[src/rtl/led7seg_pkg.sv]
// Shared definitions for the 7-segment scan stage: FSM states, blank code, digit count, digit-select encoder.
// Latency: none (declarations only).
// Backpressure: none.
package led7seg_pkg;

    typedef enum logic [1:0] {
        WAIT_TICK = 2'd0,
        WAIT_RDY  = 2'd1,
        ISSUE     = 2'd2
    } scan_state_t;

    // Active-low segments: all ones means every segment is dark.
    localparam logic [7:0] SEG_BLANK = 8'hFF;
    localparam int         N_DIGITS  = 4;
    localparam int         DIG_W     = $clog2(N_DIGITS);

    // Digit index -> active-low one-hot select byte for the digit 74HC595.
    function automatic logic [7:0] digit_sel(input logic [DIG_W-1:0] idx);
        logic [7:0] sel;
        sel      = 8'hFF;
        sel[idx] = 1'b0;
        return sel;
    endfunction

endpackage

[src/rtl/led7seg_scan_mux_if.sv]
// Bundle of the frame handshake and hc595_driver word port of the scan mux.
// Latency: none (wiring only).
// Backpressure: frame_ready on the frame side, drv_rdy on the driver side.
interface led7seg_scan_mux_if;
    // Frame side: 4 active-low segment codes, dig_0 in [31:24], plus blanking.
    logic        frame_valid;
    logic        frame_ready;
    logic [31:0] seg_frame;
    logic [3:0]  blank_mask;
    // Driver side: one 16-bit {seg, sel} word per digit.
    logic        drv_rdy;
    logic        drv_start;
    logic [15:0] drv_data;
    // Status.
    logic [1:0]  cur_digit;
    logic [7:0]  overrun;

    // master: frame producer + driver + status observer; slave: the scan mux.
    modport master (
        output frame_valid, seg_frame, blank_mask, drv_rdy,
        input  frame_ready, drv_start, drv_data, cur_digit, overrun
    );
    modport slave (
        input  frame_valid, seg_frame, blank_mask, drv_rdy,
        output frame_ready, drv_start, drv_data, cur_digit, overrun
    );
endinterface

[src/rtl/tick_prescaler.sv]
// Free-running prescaler: counts 0..DIV-1 and pulses tick for one cycle at terminal count.
// Latency: first tick DIV cycles after reset release, then every DIV cycles.
// Backpressure: none; ticks are never held or queued.
module tick_prescaler #(
    parameter int DIV = 100
) (
    input  logic clk,
    input  logic rst_n,
    output logic tick
);

    localparam int            CW   = (DIV > 1) ? $clog2(DIV) : 1;
    localparam logic [CW-1:0] TERM = CW'(DIV - 1);

    logic [CW-1:0] cnt;

    always_ff @(posedge clk or negedge rst_n) begin
        if (!rst_n) begin
            cnt <= '0;
        end else if (cnt == TERM) begin
            cnt <= '0;
        end else begin
            cnt <= cnt + CW'(1);
        end
    end

    assign tick = (cnt == TERM);

endmodule

[src/rtl/led7seg_scan_mux.sv]
// 4-digit multiplexed scan: double-buffers a 32-bit segment frame, issues one {seg, sel} word per digit per scan tick.
// Latency: drv_start 2 cycles after a scan tick when drv_rdy is high; a new frame shows from the next digit-0 issue.
// Backpressure: frame_ready low while a frame is pending; waits on drv_rdy; ticks arriving while busy are dropped and counted.
module led7seg_scan_mux
    import led7seg_pkg::*;
#(
    parameter int input_clk_freq = 100_000_000,
    parameter int scan_freq      = 1000
) (
    input logic               clk,
    input logic               rst_n,
    led7seg_scan_mux_if.slave bus
);

    // Must stay >= 64 so a 16-bit word is fully shifted out before the next tick.
    localparam int SCAN_DIV = input_clk_freq / scan_freq;

    scan_state_t      state_q, state_d;
    logic [DIG_W-1:0] cur_q;
    logic [DIG_W-1:0] next_idx;
    logic [15:0]      data_q;
    logic [31:0]      act_frame_q, pend_frame_q;
    logic [3:0]       act_blank_q, pend_blank_q;
    logic             pend_q;
    logic             copy_q;
    logic [7:0]       ovr_q;
    logic             tick;
    logic             load;
    logic             accept;
    logic             take_pend;
    logic [31:0]      src_frame;
    logic [3:0]       src_blank;
    logic [7:0]       seg_byte;

    tick_prescaler #(
        .DIV (SCAN_DIV)
    ) u_prescaler (
        .clk   (clk),
        .rst_n (rst_n),
        .tick  (tick)
    );

    // cur_q only changes on issue, so cur_q+1 equals the digit chosen at the tick.
    assign next_idx  = cur_q + DIG_W'(1);
    assign accept    = bus.frame_valid && !pend_q;
    // Swap buffers only when starting a new pass at digit 0 so a frame never tears.
    assign take_pend = load && (next_idx == '0) && pend_q;
    assign src_frame = take_pend ? pend_frame_q : act_frame_q;
    assign src_blank = take_pend ? pend_blank_q : act_blank_q;
    // dig_0 sits in the top byte, so digit i starts at bit 8*(3-i) == {~i, 3'b000}.
    assign seg_byte  = src_blank[next_idx] ? SEG_BLANK : src_frame[{~next_idx, 3'b000} +: 8];

    always_comb begin
        state_d = state_q;
        load    = 1'b0;
        case (state_q)
            WAIT_TICK: begin
                if (tick) state_d = WAIT_RDY;
            end
            WAIT_RDY: begin
                if (bus.drv_rdy) begin
                    state_d = ISSUE;
                    load    = 1'b1;
                end
            end
            ISSUE:   state_d = WAIT_TICK;
            default: state_d = WAIT_TICK;
        endcase
    end

    always_ff @(posedge clk or negedge rst_n) begin
        if (!rst_n) begin
            state_q <= WAIT_TICK;
        end else begin
            state_q <= state_d;
        end
    end

    // Output word and digit index are registered on entry to ISSUE, so they
    // are valid during the drv_start cycle and hold until the next issue.
    always_ff @(posedge clk or negedge rst_n) begin
        if (!rst_n) begin
            data_q      <= 16'hFFFF;
            cur_q       <= DIG_W'(N_DIGITS - 1);
            act_frame_q <= 32'hFFFF_FFFF;
            act_blank_q <= '0;
            copy_q      <= 1'b0;
        end else begin
            copy_q <= take_pend;
            if (load) begin
                data_q <= {seg_byte, digit_sel(next_idx)};
                cur_q  <= next_idx;
            end
            if (take_pend) begin
                act_frame_q <= pend_frame_q;
                act_blank_q <= pend_blank_q;
            end
        end
    end

    // Pending buffer. The clear is delayed one cycle behind the copy, so
    // frame_ready rises the cycle after the digit-0 issue. copy_q and accept
    // are exclusive because copy_q implies pend_q.
    always_ff @(posedge clk or negedge rst_n) begin
        if (!rst_n) begin
            pend_q       <= 1'b0;
            pend_frame_q <= 32'hFFFF_FFFF;
            pend_blank_q <= '0;
        end else if (copy_q) begin
            pend_q <= 1'b0;
        end else if (accept) begin
            pend_q       <= 1'b1;
            pend_frame_q <= bus.seg_frame;
            pend_blank_q <= bus.blank_mask;
        end
    end

    // A tick outside WAIT_TICK is lost; count it, saturating.
    always_ff @(posedge clk or negedge rst_n) begin
        if (!rst_n) begin
            ovr_q <= '0;
        end else if (tick && (state_q != WAIT_TICK) && (ovr_q != 8'hFF)) begin
            ovr_q <= ovr_q + 8'd1;
        end
    end

    assign bus.frame_ready = !pend_q;
    assign bus.drv_start   = (state_q == ISSUE);
    assign bus.drv_data    = data_q;
    assign bus.cur_digit   = cur_q;
    assign bus.overrun     = ovr_q;

endmodule

[src/flat_wrapper.sv]
// flat-port wrapper written by rule: the top's interface ports become plain ports
module led7seg_scan_mux_flat import led7seg_pkg::*;
#(
    parameter int input_clk_freq = 100_000_000,
    parameter int scan_freq      = 1000
)
  (clk, rst_n, bus_frame_valid, bus_seg_frame, bus_blank_mask, bus_drv_rdy, bus_frame_ready, bus_drv_start, bus_drv_data, bus_cur_digit, bus_overrun);
  led7seg_scan_mux_if bus_i ();
  input logic clk;
  input logic rst_n;
  input wire logic [$bits(bus_i.frame_valid)-1:0] bus_frame_valid;
  input wire logic [$bits(bus_i.seg_frame)-1:0] bus_seg_frame;
  input wire logic [$bits(bus_i.blank_mask)-1:0] bus_blank_mask;
  input wire logic [$bits(bus_i.drv_rdy)-1:0] bus_drv_rdy;
  output wire logic [$bits(bus_i.frame_ready)-1:0] bus_frame_ready;
  output wire logic [$bits(bus_i.drv_start)-1:0] bus_drv_start;
  output wire logic [$bits(bus_i.drv_data)-1:0] bus_drv_data;
  output wire logic [$bits(bus_i.cur_digit)-1:0] bus_cur_digit;
  output wire logic [$bits(bus_i.overrun)-1:0] bus_overrun;
  assign bus_i.frame_valid = bus_frame_valid;
  assign bus_i.seg_frame = bus_seg_frame;
  assign bus_i.blank_mask = bus_blank_mask;
  assign bus_i.drv_rdy = bus_drv_rdy;
  assign bus_frame_ready = bus_i.frame_ready;
  assign bus_drv_start = bus_i.drv_start;
  assign bus_drv_data = bus_i.drv_data;
  assign bus_cur_digit = bus_i.cur_digit;
  assign bus_overrun = bus_i.overrun;
  led7seg_scan_mux #(.input_clk_freq(input_clk_freq), .scan_freq(scan_freq)) u_core (.clk(clk), .rst_n(rst_n), .bus(bus_i));
endmodule
[config.mk]
export PLATFORM = sky130hd
export DESIGN_NAME = led7seg_scan_mux_flat
export DESIGN_NICKNAME = d
export VERILOG_FILES = /design/src/rtl/led7seg_pkg.sv /design/src/rtl/led7seg_scan_mux_if.sv /design/src/rtl/tick_prescaler.sv /design/src/rtl/led7seg_scan_mux.sv /design/src/flat_wrapper.sv
export SDC_FILE = /design/constraint.sdc
export NUM_CORES = 1
export LEC_CHECK = 0
export BUFFER_PORTS_ARGS = -buffer_cell sky130_fd_sc_hd__buf_2
export CAP_MARGIN = 20
export CORE_ASPECT_RATIO = 1.4
export CORE_MARGIN = 1.5
export CORE_UTILIZATION = 55
export CTS_CLUSTER_DIAMETER = 150
export DETAILED_ROUTE_END_ITERATION = 8
export PLACE_DENSITY = 0.76
export SETUP_SLACK_MARGIN = 0.02
export SLEW_MARGIN = 5
export SYNTH_ARGS = -nofsm -noshare
export SYNTH_HDL_FRONTEND = slang
export SYNTH_SLANG_ARGS = --single-unit
export TNS_END_PERCENT = 100
[constraint.sdc]
create_clock -name clk -period 7.1 [get_ports clk]
set_input_delay 1.065 -clock clk [delete_from_list [all_inputs] [get_ports clk]]
set_output_delay 1.065 -clock clk [all_outputs]
set_load 0.05 [all_outputs]
# [Yosys cells after proc, flatten, opt, wreduce, memory -nomap -nowiden]
# Index checks and enable logic that the tools add are counted.
# W data, S select, Z words.
[word_totals] register_bits=119 inputBits=40 out_inout_bits=28 wordCells=55
[classes] addsub=3 magnitude_cmp=3 n_eq_ne=6 n_shift=1 mux=15 bitwise=3 n_reduce_logical=13
[op_table] operator="$mux W32" count=1
[op_table] operator="$shiftx A32 B6 Y8" count=1
[op_table] operator="$add A17 B1 Y17 const B" count=1
[op_table] operator="$eq A17 B17 Y1 const B" count=1
[op_table] operator="$mux W17" count=1
[op_table] operator="$add A8 B1 Y8 const B" count=1
[op_table] operator="$mux W8" count=1
[op_table] operator="$ne A8 B8 Y1 const B" count=1
[op_table] operator="$not A4 Y8" count=1
[op_table] operator="$logic_and A1 B1 Y1" count=6
[op_table] operator="$mux W1" count=6
[op_table] operator="$logic_not A2 Y1" count=2
[op_table] operator="$lt A2 B4 Y1 const B" count=1
[op_table] operator="$mux W2" count=2
[op_table] operator="$mux W4" count=1
[op_table] operator="$pmux W2 S2" count=1
[op_table] operator="$reduce_and A2 Y1" count=2
[op_table] operator="$reduce_bool A2 Y1" count=2
[op_table] operator="$lt A2 B3 Y1 const B" count=1
[op_table] operator="$add A2 B1 Y2 const B" count=1
[op_table] operator="$bmux W1 S2" count=1
[op_table] operator="$demux W1 S2" count=1
[op_table] operator="$eq A2 B1 Y1 const B" count=1
[op_table] operator="$eq A2 B2 Y1 const B" count=1
[op_table] operator="6 further kinds" count=6

# [Depth between registers and ports, before layout]
[depth] depth_word=8 mapped_depth=10 mapped_depth_nobuf=6

# [Hierarchy]
# A second synthesis with hierarchy kept.
[unflattened] cells_unflattened=394 hier_area_um2=5275.1
[by_module_without_submodules] mod="led7seg_scan_mux" n_inst=1 cells_each=320 area_per_inst_um2=4481.8 seq_area_each_um2=2549.9
[by_module_without_submodules] mod="tick_prescaler" n_inst=1 cells_each=74 area_per_inst_um2=793.3 seq_area_each_um2=425.4

# [Least setup slack after synthesis]
# No wires, ideal clock.
[synth_timing] path_type="reg2reg" from="reg u_core.cur_q[0] (netlist: u_core.bus.cur_digit[0])" to="reg u_core.data_q[10] (netlist: u_core.bus.drv_data[10])" setup_ps=97 t_arrival_ps=2639 required_time_ps=7003 setup_slack_ps=4364 stages_incl_launch_ff=10 path_buffers=4 period_less_slack_ps=2736 path_cell_list="dfstp_2 -> buf_6 -> buf_2 -> clkinv_1 -> ha_1 -> clkbuf_1 -> buf_2 -> mux2_1 -> o211ai_1 -> a31oi_1"
[synth_between] elab_chain_len=8 word_cells_on_any_way=11 cone_classes="add/sub: 1; shift: 1; mux: 5; bitwise: 1; reduce/logical: 3"
[synth_rtl] element="start: declaration" line_no="led7seg_scan_mux.sv:19" text="logic [DIG_W-1:0] cur_q;"
[synth_rtl] element="start signal: assignment" line_no="led7seg_scan_mux.sv:84" text="cur_q <= DIG_W'(N_DIGITS - 1);"
[synth_rtl] element="start signal: assignment" line_no="led7seg_scan_mux.sv:92" text="cur_q <= next_idx;"
[synth_rtl] element="$add A2 B1 Y2 *" line_no="led7seg_scan_mux.sv:44" text="assign next_idx = cur_q + DIG_W'(1);"
[synth_rtl] element="named net u_core.next_idx[0]" line_no="led7seg_scan_mux.sv:20" text="logic [DIG_W-1:0] next_idx;"
[synth_rtl] element="branches (longest 6 deep; another with $mux W32)"
[synth_rtl] element="$mux W8 *" line_no="led7seg_scan_mux.sv:51" text="assign seg_byte = src_blank[next_idx] ? SEG_BLANK : src_frame[{~next_idx, 3'b000} +: 8];"
[synth_rtl] element="end signal: assignment" line_no="led7seg_scan_mux.sv:91" text="data_q <= {seg_byte, digit_sel(next_idx)};"
[synth_rtl] element="end: declaration" line_no="led7seg_scan_mux.sv:21" text="logic [15:0] data_q;"
# Mark *: on every way through the listed nets, which the timed path passes. The select of a mux whose other input is x is not followed.
# A chain may end at the register's enable or synchronous reset.

# [Worst setup path in the final report]
[layout_timing] from="reg u_core.cur_q[0] (netlist: u_core.bus.cur_digit[0])" to="reg u_core.data_q[15] (netlist: u_core.bus.drv_data[15])"
# Same word-level chain as after synthesis.

==> summary by stage <==
Setup path
The worst setup path is launched from a register. The slowest stage of the critical path belongs to the cell sky130_fd_sc_hd__dfstp_2. STA classifies the critical path endpoint as a register. For this run, the slowest stage of the critical path takes 0.78 ns. The kind of critical path is register to register. Data on the critical path arrives at its endpoint at 3.45 ns. The startpoint of the worst setup timing path is u_core.bus.cur_digit[0]$_DFFE_PN1N_.

The signal on the critical path passes through clkinv_1 -> ha_1 -> buf_4 -> mux4_2 -> a21boi_4 -> a211oi_4 -> a31oi_1. The startpoint identified for the worst register-to-register timing path is u_core.bus.cur_digit[0]$_DFFE_PN1N_. Of all nets on the critical path, the largest fanout is 47.

The buffering stage count on the worst path with inverters included is 2. The required time of the worst setup path is 7.41 ns. The cell class contributing the biggest share of worst-path delay is flip-flops.

Global route
In the global route stage, met2 resource usage came out at 0.370. The global routing stage identified its most utilized layer as met2. The first global-routing pass estimated 17700 um of wire. The total routing resource utilization after global routing is 0.224. The maximum number of pins on one net before global-route repair is 70.

For met1 alone, demand over resource in global routing was 0.275. For met3 alone, demand over resource in global routing was 0.0635. For this run the aggregate overflow at the end of global routing stands at 0. The number of global-route vias before repair was 3629.

The initial antenna violation count came to 0.

Clocking
After clock tree synthesis, the repair step resized 0 gates. The library cell used as clock root buffer is sky130_fd_sc_hd__clkbuf_16. The clock drives 115 sinks.

For the worst-skew pair, the clock arrives at the later sink with an insertion delay of 0.41 ns. TritonCTS created 17 clock buffers. The post-CTS setup buffer count is 0. The depth of the CTS H-tree is 4. The hold buffer count at CTS is 0. Counting along the longest clock path gives a buffer depth of 2. After clock tree synthesis, the clock-pin slew on the worst setup and hold paths is 0.05 ns. TritonCTS built the clock tree.

STA
The number of endpoints failing setup at the final stage is 0. The clock skew is 0.00554 ns. The number of hold-slack violations in the final timing report is 0.

In the finished design, the share of the clock period the worst path needs comes to 0.442. The remaining max-slew budget at the tightest pin is 0.441. Timing would allow up to 319 MHz.

The transition time at the pin with the least slew margin is 0.839 ns. The number of slew-limit violations in the final report is 0. Setup repair after global routing left no endpoint under its margin.

The worst setup slack after layout is 3.96 ns. The post-route minimum period is 3.14 ns. For the final routed database, the setup TNS stands at 0 ns.

Routing
The post-detailed-route DRC marker count is 0. Dividing the detail-routed wire length by the instance count gives 16.5 um. The number of detailed-routing iterations run before antenna repair is 4. The detailed router's first-iteration violation count is 176. Once detail routing completed, the nets flagged for antenna violations numbered 0. The via count is 3518. The average via count per standard cell is 5.48. The post-detailed-routing wire length is 10600 um.

Die
The placeable core area is 9560 um^2. The boundary pin count is 68. For this configuration, the core starts out at a cell density of 0.569.

In this run the core area contains 42 standard-cell rows. The die covers 10500 um^2. The x dimension of the die is 87.1 um. The height of the chip is 121 um.

Logic synthesis
Yosys instantiated no cell more often than sky130_fd_sc_hd__dfstp_2. The count of mapped cells out of synthesis is 432. The main combinational cell family by area after synthesis is multiplexers. The distinct cell type count after synthesis is 48. The synthesized-area fraction occupied by ao, oa, aoi and oai cells was 0.0710. Of the post-synthesis cell area, the dominant cell type holds 0.377. The number of synthesized flops with an enable pin is 0. Of the total synthesized cell area, the portion taken by XOR and XNOR cells is 0.0354. Of the synthesized area, sequential elements account for 0.547. Of the post-synthesis cell area, the part taken by muxes is 0.189.

Counting flops with an async set or reset pin after synthesis yields a share of 1.00. The simple-gate share of the synthesized area is 0.112. Yosys attributes the largest share of cell area to sky130_fd_sc_hd__dfstp_2 (38%), sky130_fd_sc_hd__dfrtp_1 (17%), sky130_fd_sc_hd__mux2_1 (15%). The flop and latch count out of synthesis is 115. After synthesis, the mean cell area works out to 12.6 um^2. The cell taking the most area after synthesis is sky130_fd_sc_hd__dfstp_2. Of the total synthesized cell area, the portion taken by full adders, half adders and majority gates is 0.0138. Sorting the synthesized cells by how often they occur yields sky130_fd_sc_hd__dfstp_2 (78), sky130_fd_sc_hd__mux2_1 (72), sky130_fd_sc_hd__dfrtp_1 (37). The post-synthesis cell area is 5440 um^2. Among all flip-flop cells after synthesis, the most frequent one is sky130_fd_sc_hd__dfstp_2. The total of warnings raised by yosys is 0.

Placement
The placer's final routability congestion estimate is 0.814. Prior to clock tree synthesis, the placed netlist has a worst setup slack of 4.04 ns. The final HPWL from detailed placement is 6930 um. The count of buffers added on input and output ports is 63. The number of placed instances, taps included, is 609.

Final layout
The share of cells above drive strength 1 is 0.380. 0 antenna diodes ended up in the layout. The area growth from synthesis to final layout is 18.5%. The area occupied by multi-input gates is 2310 um^2. For this run, the share of the core covered by cells in the final layout is 0.674. The total number of nets in the final design is 543.

Registers take 2980 um^2. The filler cells instantiated in the layout total 731. The finished layout holds 642 standard cells, fillers aside.

Flow run
Across the run, the number of max-cap violations was 0.

Hold path
The start point of the worst min-delay path is u_core.copy_q$_DFF_PN0_. The classification of the worst-slack hold path is register to register.

Pwr
The total power per unit cell area is 289 nW/um^2. Cell internal power was estimated by the tool at 0.00140 W. The switching part of the total power is 0.248. The largest vdd supply drop is 0.000217 V. Of the total power, registers draw 0.421. The reported leakage power is 2.88 nW. Of the total power, the clock network draws 0.471. The total net switching power is 0.000463 W. The share of total power in combinational logic is 0.108.

Status
The flow ran to the end, and the final reports show no timing, DRC or antenna violations.
==> state kept, by name, summed over array words and instances (netlist names), 2 cells and up <==
| register | cells |
|---|---|
| u_core.act_blank_q | 4 |
| u_core.bus.drv_data | 12 |
| u_core.pend_frame_q | 32 |
| u_core.act_frame_q | 32 |
| u_core.u_prescaler.cnt | 17 |
| u_core.state_q | 2 |
| u_core.bus.overrun | 8 |
| u_core.bus.cur_digit | 2 |
| u_core.pend_blank_q | 4 |
==> power by group through the flow <==
stage / clock network, W / registers, W / logic (W)
4_1_cts: 0.000895 / 0.000786 / 0.000204
3_3_place_gp: 0 / 0.000792 / 0.000195
2_1_floorplan: 0 / 0.000812 / 0.000121
6_report: 0.000879 / 0.000786 / 0.000202
5_1_grt: 0.000925 / 0.000795 / 0.000219
3_5_place_dp: 0 / 0.000795 / 0.000201
==> per-stage QoR <==
step                total power (W)  hold WS, ns  area, um^2
detailed placement         0.000996        0.441        5820
global route                0.00194        0.466        6450
floorplan                  0.000933        0.404        5450
finish                      0.00187        0.452        6450
CTS                         0.00189        0.450        6440
global placement           0.000987        0.439        5820
==> path summary, 6_finish.rpt <==
kind	slack (ns)	cells past startpoint	endpoint
min in group asynchronous	0.64	1	u_core.bus.overrun[6]$_DFFE_PN0P_
setup / recovery	3.96	7	u_core.bus.drv_data[15]$_DFFE_PN1N_
setup reg to reg	3.96	7	u_core.bus.drv_data[15]$_DFFE_PN1N_
hold / removal	0.45	1	u_core.pend_q$_DFFE_PN0P_
hold reg to reg	0.45	1	u_core.pend_q$_DFFE_PN0P_
max in group asynchronous	5.20	2	u_core.u_prescaler.cnt[0]$_DFF_PN0_
==> cells by family (layout without fill, tap and decap cells) <==
logic type                 after synthesis  count (layout)
muxes                                   90              90
and+or+nand+nor                        113             113
AOI/OAI and AO/OA                       54              54
other                                    1               4
adders and majority gates                6               6
buffers and inverters                   31             106
DFF                                    115             115
xor gates and xnor gates                22              22
==> area by class of cell <==
type / instances / share of cell area
Clock buffer: 18 / 0.0666
Clock inverter: 14 / 0.0291
Inverter: 6 / 0.00349
Multi-Input combinational cell: 289 / 0.358
Sequential cell: 115 / 0.461
Tap cell: 132 / 0.0256
Timing Repair Buffer: 68 / 0.0557
==> layer usage <==
metal  wire length (um)  part of all wire
met5                  0                 0
met4                162             0.015
met3                331             0.031
met2               5570              0.53
met1               4500              0.43
==> placed cells by master, fill, tap and decap left out, drive strengths merged, types with 9 or more instances in the layout <==
cell and n:
buf 68, nand2 27, mux2 80, o21ai 14, xor2 15, nor2 20, dfstp 78, dfrtp 37
clkbuf 18, nand2b 17, a211oi 9, nand3 18
Note: power is estimated with default switching activity, not from simulation.
